$ cat config.mk
export PLATFORM = sky130hd
export DESIGN_NAME = writeback_arbiter
export DESIGN_NICKNAME = d
export VERILOG_FILES = /design/src/rtl/writeback_arbiter.sv
export SDC_FILE = /design/constraint.sdc
export NUM_CORES = 1
export LEC_CHECK = 0
export CAP_MARGIN = 10
export CELL_PAD_IN_SITES_DETAIL_PLACEMENT = 1
export CELL_PAD_IN_SITES_GLOBAL_PLACEMENT = 1
export CORE_MARGIN = 2
export CORE_UTILIZATION = 44
export CTS_CLUSTER_DIAMETER = 120
export DETAILED_ROUTE_END_ITERATION = 7
export PLACE_DENSITY = 0.77
export SYNTH_ARGS = -nofsm -noshare
export SYNTH_HDL_FRONTEND = slang
export SYNTH_SLANG_ARGS = --single-unit
$ cat constraint.sdc
create_clock -name clk -period 2.85 [get_ports clk]
set_input_delay 0.57 -clock clk [delete_from_list [all_inputs] [get_ports clk]]
set_output_delay 0.57 -clock clk [all_outputs]
set_load 0.05 [all_outputs]
$ cat src/rtl/writeback_arbiter.sv
// Write-back arbiter: merges single-cycle ALU results (port A, priority) with a
// buffered long-latency unit (port B, valid/ready FIFO) onto the register-file
// write port. Also exports a pending-write scoreboard and a starvation stall.
module writeback_arbiter #(
  parameter int unsigned WIDTH        = 32,
  parameter int unsigned ADDR_WIDTH   = 5,
  parameter int unsigned DEPTH        = 4,
  parameter int unsigned STARVE_LIMIT = 8
) (
  input  logic                       clk,
  input  logic                       rst,
  input  logic                       a_valid,
  input  logic [ADDR_WIDTH-1:0]      a_rd,
  input  logic [WIDTH-1:0]           a_data,
  input  logic                       b_valid,
  output logic                       b_ready,
  input  logic [ADDR_WIDTH-1:0]      b_rd,
  input  logic [WIDTH-1:0]           b_data,
  output logic                       RegWrite,
  output logic [ADDR_WIDTH-1:0]      Rd,
  output logic [WIDTH-1:0]           WriteData,
  output logic [(2**ADDR_WIDTH)-1:0] pending,
  output logic                       stall_req,
  output logic [$clog2(DEPTH):0]     fifo_count
);

  localparam int unsigned PtrW    = $clog2(DEPTH);
  localparam int unsigned CntW    = PtrW + 1;
  localparam int unsigned StarveW = $clog2(STARVE_LIMIT + 1);

  logic [ADDR_WIDTH-1:0] rd_mem_q   [DEPTH];
  logic [WIDTH-1:0]      data_mem_q [DEPTH];

  logic [PtrW-1:0]       wr_ptr_q, wr_ptr_d;
  logic [PtrW-1:0]       rd_ptr_q, rd_ptr_d;
  logic [CntW-1:0]       count_q, count_d;
  logic [StarveW-1:0]    starve_q, starve_d;
  logic                  stall_q, stall_d;
  logic                  we_q, we_d;
  logic [ADDR_WIDTH-1:0] rd_q, rd_d;
  logic [WIDTH-1:0]      data_q, data_d;

  logic a_eff;
  logic fifo_empty;
  logic push;
  logic pop;

  assign fifo_empty = (count_q == '0);
  // Ready is a function of occupancy only, so it never loops back through b_valid.
  assign b_ready    = rst && (count_q < CntW'(DEPTH));
  // Writes to x0 are architecturally dead; drop them at the door.
  assign a_eff      = a_valid && (a_rd != '0);
  assign push       = b_valid && b_ready && (b_rd != '0);
  assign pop        = !a_eff && !fifo_empty;

  assign RegWrite   = we_q;
  assign Rd         = rd_q;
  assign WriteData  = data_q;
  assign stall_req  = stall_q;
  assign fifo_count = count_q;

  // Next-state for FIFO pointers, occupancy, output register and starvation tracking.
  always_comb begin
    wr_ptr_d = wr_ptr_q;
    rd_ptr_d = rd_ptr_q;
    count_d  = count_q;
    starve_d = starve_q;
    we_d     = 1'b0;
    rd_d     = rd_q;
    data_d   = data_q;

    if (push) wr_ptr_d = wr_ptr_q + 1'b1;
    if (pop)  rd_ptr_d = rd_ptr_q + 1'b1;

    if (push && !pop)      count_d = count_q + 1'b1;
    else if (pop && !push) count_d = count_q - 1'b1;

    if (a_eff) begin
      we_d   = 1'b1;
      rd_d   = a_rd;
      data_d = a_data;
    end else if (pop) begin
      we_d   = 1'b1;
      rd_d   = rd_mem_q[rd_ptr_q];
      data_d = data_mem_q[rd_ptr_q];
    end

    // Count cycles B loses to A; any B progress or an empty queue resets it.
    if (pop || fifo_empty) begin
      starve_d = '0;
    end else if (a_eff && (starve_q != StarveW'(STARVE_LIMIT))) begin
      starve_d = starve_q + 1'b1;
    end

    // Stall follows a saturated counter by one cycle and drops once B drains.
    stall_d = (starve_q == StarveW'(STARVE_LIMIT)) && !pop;
  end

  // Pending scoreboard: every occupied FIFO slot plus the write in flight; x0 never pending.
  always_comb begin
    logic [PtrW-1:0] idx;
    pending = '0;
    idx     = '0;
    for (int unsigned i = 0; i < DEPTH; i++) begin
      idx = rd_ptr_q + PtrW'(i);
      if (CntW'(i) < count_q) pending[rd_mem_q[idx]] = 1'b1;
    end
    if (we_q) pending[rd_q] = 1'b1;
    pending[0] = 1'b0;
  end

  // Control and output registers; reset empties the queue at once.
  always_ff @(posedge clk or negedge rst) begin
    if (!rst) begin
      wr_ptr_q <= '0;
      rd_ptr_q <= '0;
      count_q  <= '0;
      starve_q <= '0;
      stall_q  <= 1'b0;
      we_q     <= 1'b0;
      rd_q     <= '0;
      data_q   <= '0;
    end else begin
      wr_ptr_q <= wr_ptr_d;
      rd_ptr_q <= rd_ptr_d;
      count_q  <= count_d;
      starve_q <= starve_d;
      stall_q  <= stall_d;
      we_q     <= we_d;
      rd_q     <= rd_d;
      data_q   <= data_d;
    end
  end

  // FIFO storage; contents are only meaningful below the occupancy count, so no reset.
  always_ff @(posedge clk) begin
    if (push) begin
      rd_mem_q[wr_ptr_q]   <= b_rd;
      data_mem_q[wr_ptr_q] <= b_data;
    end
  end

endmodule

==> impl_metrics.ini, run 1 <==
[run_status]
status = complete, but fails checks
violations = negative setup slack

[floorplan]
dieArea_um2 = 23000
coreArea_um2 = 21200
die_h_um = 152
fp-row-count = 53
dieWidth_um = 152
num_io_pins = 153
initial_core_util_pct = 45.2

[detailed_routing]
via_per_inst = 6.05
routedWlPerCell_um = 27.3
dr.pass1.iters = 5
drc = 0
vias = 7251
drt_iter0_drc = 434
drt_wl_total_mm = 32.7
ant_nets = 0

[yosys]
synth-edff-count = 148
synthArstFlopShare_pct = 25.3
avgSynthCellArea_um2 = 13.5
synthesis.instances = 708
yosys_warnings = 0
synth_seq_cells = 198
synth-main-ff-cell = edfxtp_1
synth_top_area_cell = edfxtp_1
yosysMostFrequentCell = edfxtp_1
synthTopCellsByCount = edfxtp_1 (148), nand2_1 (97), nand3_1 (55)
synth_top_area_share_pct = 46.4
synth_cell_types = 51
synthTopCellsByArea = edfxtp_1 (46%), dfrtp_1 (13%), mux4_2 (10%)
ys_seq_area_share_pct = 59.4
syn-num-nets = 797
netlist_area_um2 = 9580

[job]
drv_cap = 0

[place]
placed_cells = 1137
hpwl_mm = 22.0
gp_congestion = 0.904
port_buffers = 151

[power]
p_clk_share_pct = 15.1
leakage_uw = 0.00483
intPower_uw = 8760
switchingPower_uw = 7140
power.density_nw_per_um2 = 1200
combPwrFrac_pct = 60.6
p_seq_share_pct = 24.3
peakVddDrop_v = 0.000573
swShare_pct = 44.9

[clocking]
clockBufferDepth = 2
path_clk_slew_ps = 80
cts_tree = done
root_buffer = clkbuf_16
cts_max_level = 4
clock_sinks = 198
clock_latency_ps = 440
cts-buffers-inserted = 17

[worst_setup_path]
path_class = flop to primary output
r2r_start = fifo_count[2]
rr_worst_depth = 6
reg2reg_to = data_mem_q[1][1]
crit_required_ps = 2280
rrSetupSlack_ps = 550
cp_data_arrival_time_ps = 2690
cp-start-kind = flop
crit_path_end_kind = primary output
crit_fanout = 8

[global_routing]
first_global_vias = 7873
antenna_found_initial = 1
grt_usage_pct = 29.6
grt_overflow = 0
grt_start_max_net_pins = 80
grt_pass1_wl_mm = 49.2

[layout]
syn_to_final_growth_pct = 38.5
fillers = 2000
fin_cells = 1199
drive_gt1_share_pct = 31.1
ff_latch_area_um2 = 5700
multiInputGateArea_um2 = 3960
nNetsFinal = 999
post-route-util_pct = 62.5

[timing]
holdWs_ps = 329
hold_viol_final = 0
fin_crit_ps = 3260
max_freq_mhz = 306
drv_slew = 0
period_share_pct = 115
tightest_slew_ps = 769
finClkSkew_ps = 13.3
timing.final.ws_setup_ps = -415
relSlewSlack_pct = 48.7
finalSetupViolCount = 31
fin_tns_setup_ps = -8970
rsz0062_at_grt = yes

[hold_path]
min_path_type = primary input to asynchronous set/reset pin
[what timing repair did]
item / in CTS / in global routing
setup endpoints to repair: 31 / 31
gates resized for setup: 59 / 50
buffers inserted: 19 / 10
cloned: 3 / 0
hold buffers: 0 / 0
pin swaps: 38 / 32
[worst max-delay path: stages, from the launching register on]
cell,delay [ps]
dfrtp_4,560
buf_6,150
buf_6,110
mux4_2,360
nor2b_2,190
buf_6,150
a32oi_1,260
nand4_1,240
buf_12,230
[state kept, by name, summed over array words and instances, names as in the netlist]
name	count
stall_req	1
fifo_count	3
rd_mem_q	20
Rd	5
RegWrite	1
rd_ptr_q	2
wr_ptr_q	2
WriteData	32
starve_q	4
data_mem_q	128
[cell usage in the layout, fill, tap and decap left out, types with 2 or more instances in the layout]
cell type          n
buf_4             50
nor2_1            47
clkinv_8           3
nand3_1           40
nor3b_1            4
inv_1              6
xnor2_1            6
buf_12            42
nand4_1           18
a31oi_1           35
buf_6             21
a21oi_1            3
clkbuf_16         17
nor2b_2            7
and4b_2            3
dfrtp_1           48
xor2_1             3
nand3_2           15
clkdlybuf4s50_1  118
a32oi_2            6
nor4b_4            5
and2_4             4
mux4_2            54
nor2b_4            7
nor3_1             6
ha_1              11
mux2_2             3
and3b_1            3
a22o_1             2
and4bb_2           3
and2_2             6
a22oi_1            9
and4b_1            2
a32oi_1           15
nor2b_1            3
edfxtp_1         148
and3_1             2
inv_8              7
nand2_1           97
a22oi_2           18
[stage by stage]
step                cell area [um2]  setup WS (ps)  total power [uW]
finish                        13300           -415             15900
global route                  13300           -432             16500
CTS                           13000           -340             15500
detailed placement            12000           -140             12500
global placement              12000          -61.5             12300
floorplan                      9590           37.2              8810
[kinds of logic (layout without fill, tap and decap cells)]
kind of cell / Yosys count / count (layout) / synth area share [%]
AOI/OAI and AO/OA: 94 / 94 / 7.13
xor gates and xnor gates: 9 / 9 / 0.823
adders and majority gates: 11 / 11 / 1.44
buffers and inverters: 59 / 271 / 2.91
DFF: 198 / 198 / 59.4
muxes: 56 / 58 / 13.0
other: 1 / 2 / 0.0391
and+or+nand+nor: 280 / 281 / 15.2
[worst max-delay path by stage]
stage,from,end,slack [ps],cells after the start
global placement,rd_ptr_q[0],pending[5],-60,5
CTS,rd_ptr_q[0],pending[3],-340,8
global route,rd_ptr_q[0],pending[2],-430,8
finish,rd_ptr_q[0],pending[2],-410,8
detailed placement,rd_ptr_q[0],pending[5],-140,5
floorplan,fifo_count[1],pending[19],40,7
[per-layer routing]
metal / part of all wire (%) / GRT usage [%] / up-vias / routed length (um)
met5: 0 / 0 / - / 0
met4: 4.8 / 14.2 / 0 / 1570
met3: 5.1 / 4.34 / 92 / 1680
met2: 54 / 53.5 / 327 / 17600
met1: 36 / 34.7 / 3672 / 11900
li1: - / - / 3160 / -
[cell type report]
| class | instances | area share (%) |
|---|---|---|
| diodes | 1 | 0.0189 |
| well taps | 275 | 2.59 |
| inverters | 7 | 0.198 |
| repair buffers | 232 | 19.9 |
| multi-input cells | 454 | 29.8 |
| flip-flops and latches | 198 | 43.0 |
| clock inverters | 15 | 1.31 |
| clock buffers | 17 | 3.21 |
[power by group through the flow]
stage | Combinational (uW) | Clock [uW] | Sequential [uW]
6_report | 9630 | 2400 | 3870
5_1_grt | 10100 | 2520 | 3910
4_1_cts | 9260 | 2430 | 3850
3_5_place_dp | 8530 | 0 | 3950
3_3_place_gp | 8450 | 0 | 3890
2_1_floorplan | 4250 | 0 | 4550
No activity file was read; power rests on OpenSTA's default activity.
==> run 2: changes to the inputs <==
GPL_TIMING_DRIVEN = 0   (was unset)
TNS_END_PERCENT = 10   (was unset)
==> impl_metrics.ini, run 2 (synthesis gave the netlist of run 1 again) <==
[timing]
fin_tns_setup_ps = -10610
hold_viol_final = 0
rsz0062_at_grt = yes
period_share_pct = 115
fin_crit_ps = 3290
finClkSkew_ps = 12.3
relSlewSlack_pct = 30.5
holdWs_ps = 83.0
max_freq_mhz = 304
finalSetupViolCount = 31
tightest_slew_ps = 1040
timing.final.ws_setup_ps = -441
drv_slew = 0

[detailed_routing]
routedWlPerCell_um = 26.6
ant_nets = 0
vias = 7229
dr.pass1.iters = 5
drt_iter0_drc = 453
via_per_inst = 6.03
drt_wl_total_mm = 31.9
drc = 0

[place]
dpl-instance-area_um2 = 11500
gp_congestion = 0.900
port_buffers = 151
place_ws_ps = -872
hpwl_mm = 21.8

[layout]
layout_commonest_cell = edfxtp_1
num_antenna_cells = 0
fillers = 2054
largest_reg_flops = 128
regMostFlops = data_mem_q
nNetsFinal = 1000
final_cell_area_um2 = 12800
post-route-util_pct = 60.3
drive_gt1_share_pct = 27.5
syn_to_final_growth_pct = 33.6
layout_common_cells = edfxtp_1 (148), clkdlybuf4s50_1 (119), nand2_1 (94), dfrtp_1 (50), mux4_2 (50)

[hold_path]
min_path_type = primary input to asynchronous set/reset pin

[clocking]
cts_max_level = 4
cts_tree = done
cts-buffers-inserted = 17
clock_latency_ps = 440
clock_sinks = 198
root_buffer = clkbuf_16
clockBufferDepth = 2
path_clk_slew_ps = 70

[power]
leakage_uw = 0.00465
peakVddDrop_v = 0.000695
power.density_nw_per_um2 = 1180

[global_routing]
grt_util_met1_pct = 34.3
grt_start_max_net_pins = 38
antenna_found_initial = 0
top_usage_layer = met2
grt_util_met2_pct = 51.1
grt_pass1_wl_mm = 47.7
met3_usage_pct = 4.19
first_global_vias = 7860
grt_overflow = 0
grt_usage_pct = 28.5

[worst_setup_path]
crit_required_ps = 2280
cp-start-kind = flop
path_class = flop to primary output
crit_path_end_kind = primary output
r2r_start = fifo_count[1]
cp_data_arrival_time_ps = 2720
crit_fanout = 6
startpoint = rd_ptr_q[0]

[run_status]
violations = negative setup slack
status = complete, but fails checks

[floorplan]
num_io_pins = 153
dieArea_um2 = 23000
fp-row-count = 53
coreArea_um2 = 21200
initial_core_util_pct = 45.2
die_h_um = 152
dieWidth_um = 152

[job]
drv_cap = 0
-- run 2: cell count changes in the layout (fill, tap and decap cells not counted), moves of 13 or more --
cell	before	now
buf_12	42	5
buf_6	21	43
clkbuf_1	0	20
buf_4	50	37
-- run 2: final cells by class --
cell class	instances	area, um2	share of cell area, %
inverter	7	27.5	0.215
clock inverter	14	138	1.08
sequential	198	5700	44.5
tap	275	344	2.69
buffer	44	293	2.29
clock buffer	18	429	3.35
timing repair buffer	192	1960	15.3
multi-input combinational	451	3910	30.6
-- run 2: path summary, 6_finish.rpt --
| kind | slack [ps] | depth (start not counted) | to |
|---|---|---|---|
| worst max-delay path | -440 | 10 | pending[1] |
| worst min-delay path | 80 | 1 | WriteData[6] |
| worst max register to register | 260 | 7 | WriteData[30] |
| worst min register to register | 560 | 2 | WriteData[31] |
| max in group asynchronous | 2160 | 2 | Rd[4] |
| min in group clk | 560 | 2 | WriteData[31] |
-- run 2: repair_timing --
action                     4_1_cts  5_1_grt
pin swaps                       16       36
resized for setup              253      107
setup buffers                   20       17
hold buffers                     0        0
setup endpoints to repair       34      182
gates cloned                     0        3
-- run 2: stage by stage --
step,std cells,total power [uW]
finish,1199,15200
global route,1199,15800
CTS,1186,14400
detailed placement,1136,11500
global placement,1134,11300
floorplan,708,8810
-- run 2: power breakdown --
group / internal (uW) / leakage [uW] / switching, uW
sequential: 3520 / 0.00192 / 317
combinational: 3450 / 0.00246 / 5580
clock: 1160 / 0.000273 / 1140
-- run 2: critical path: stages, from the launching register on --
cell and delay (ps):
dfrtp_1 390, buf_6 140, buf_12 130, buf_8 130, buf_6 110, mux4_2 360
buf_12 170, nor4b_4 340, a22oi_1 170, nand4_1 160, buf_6 180
-- run 2: routing by layer --
metal  share of wire, %  routed length, um
met5                  0                  0
met4                3.4               1090
met3                5.6               1770
met2                 53              17000
met1                 38              12000
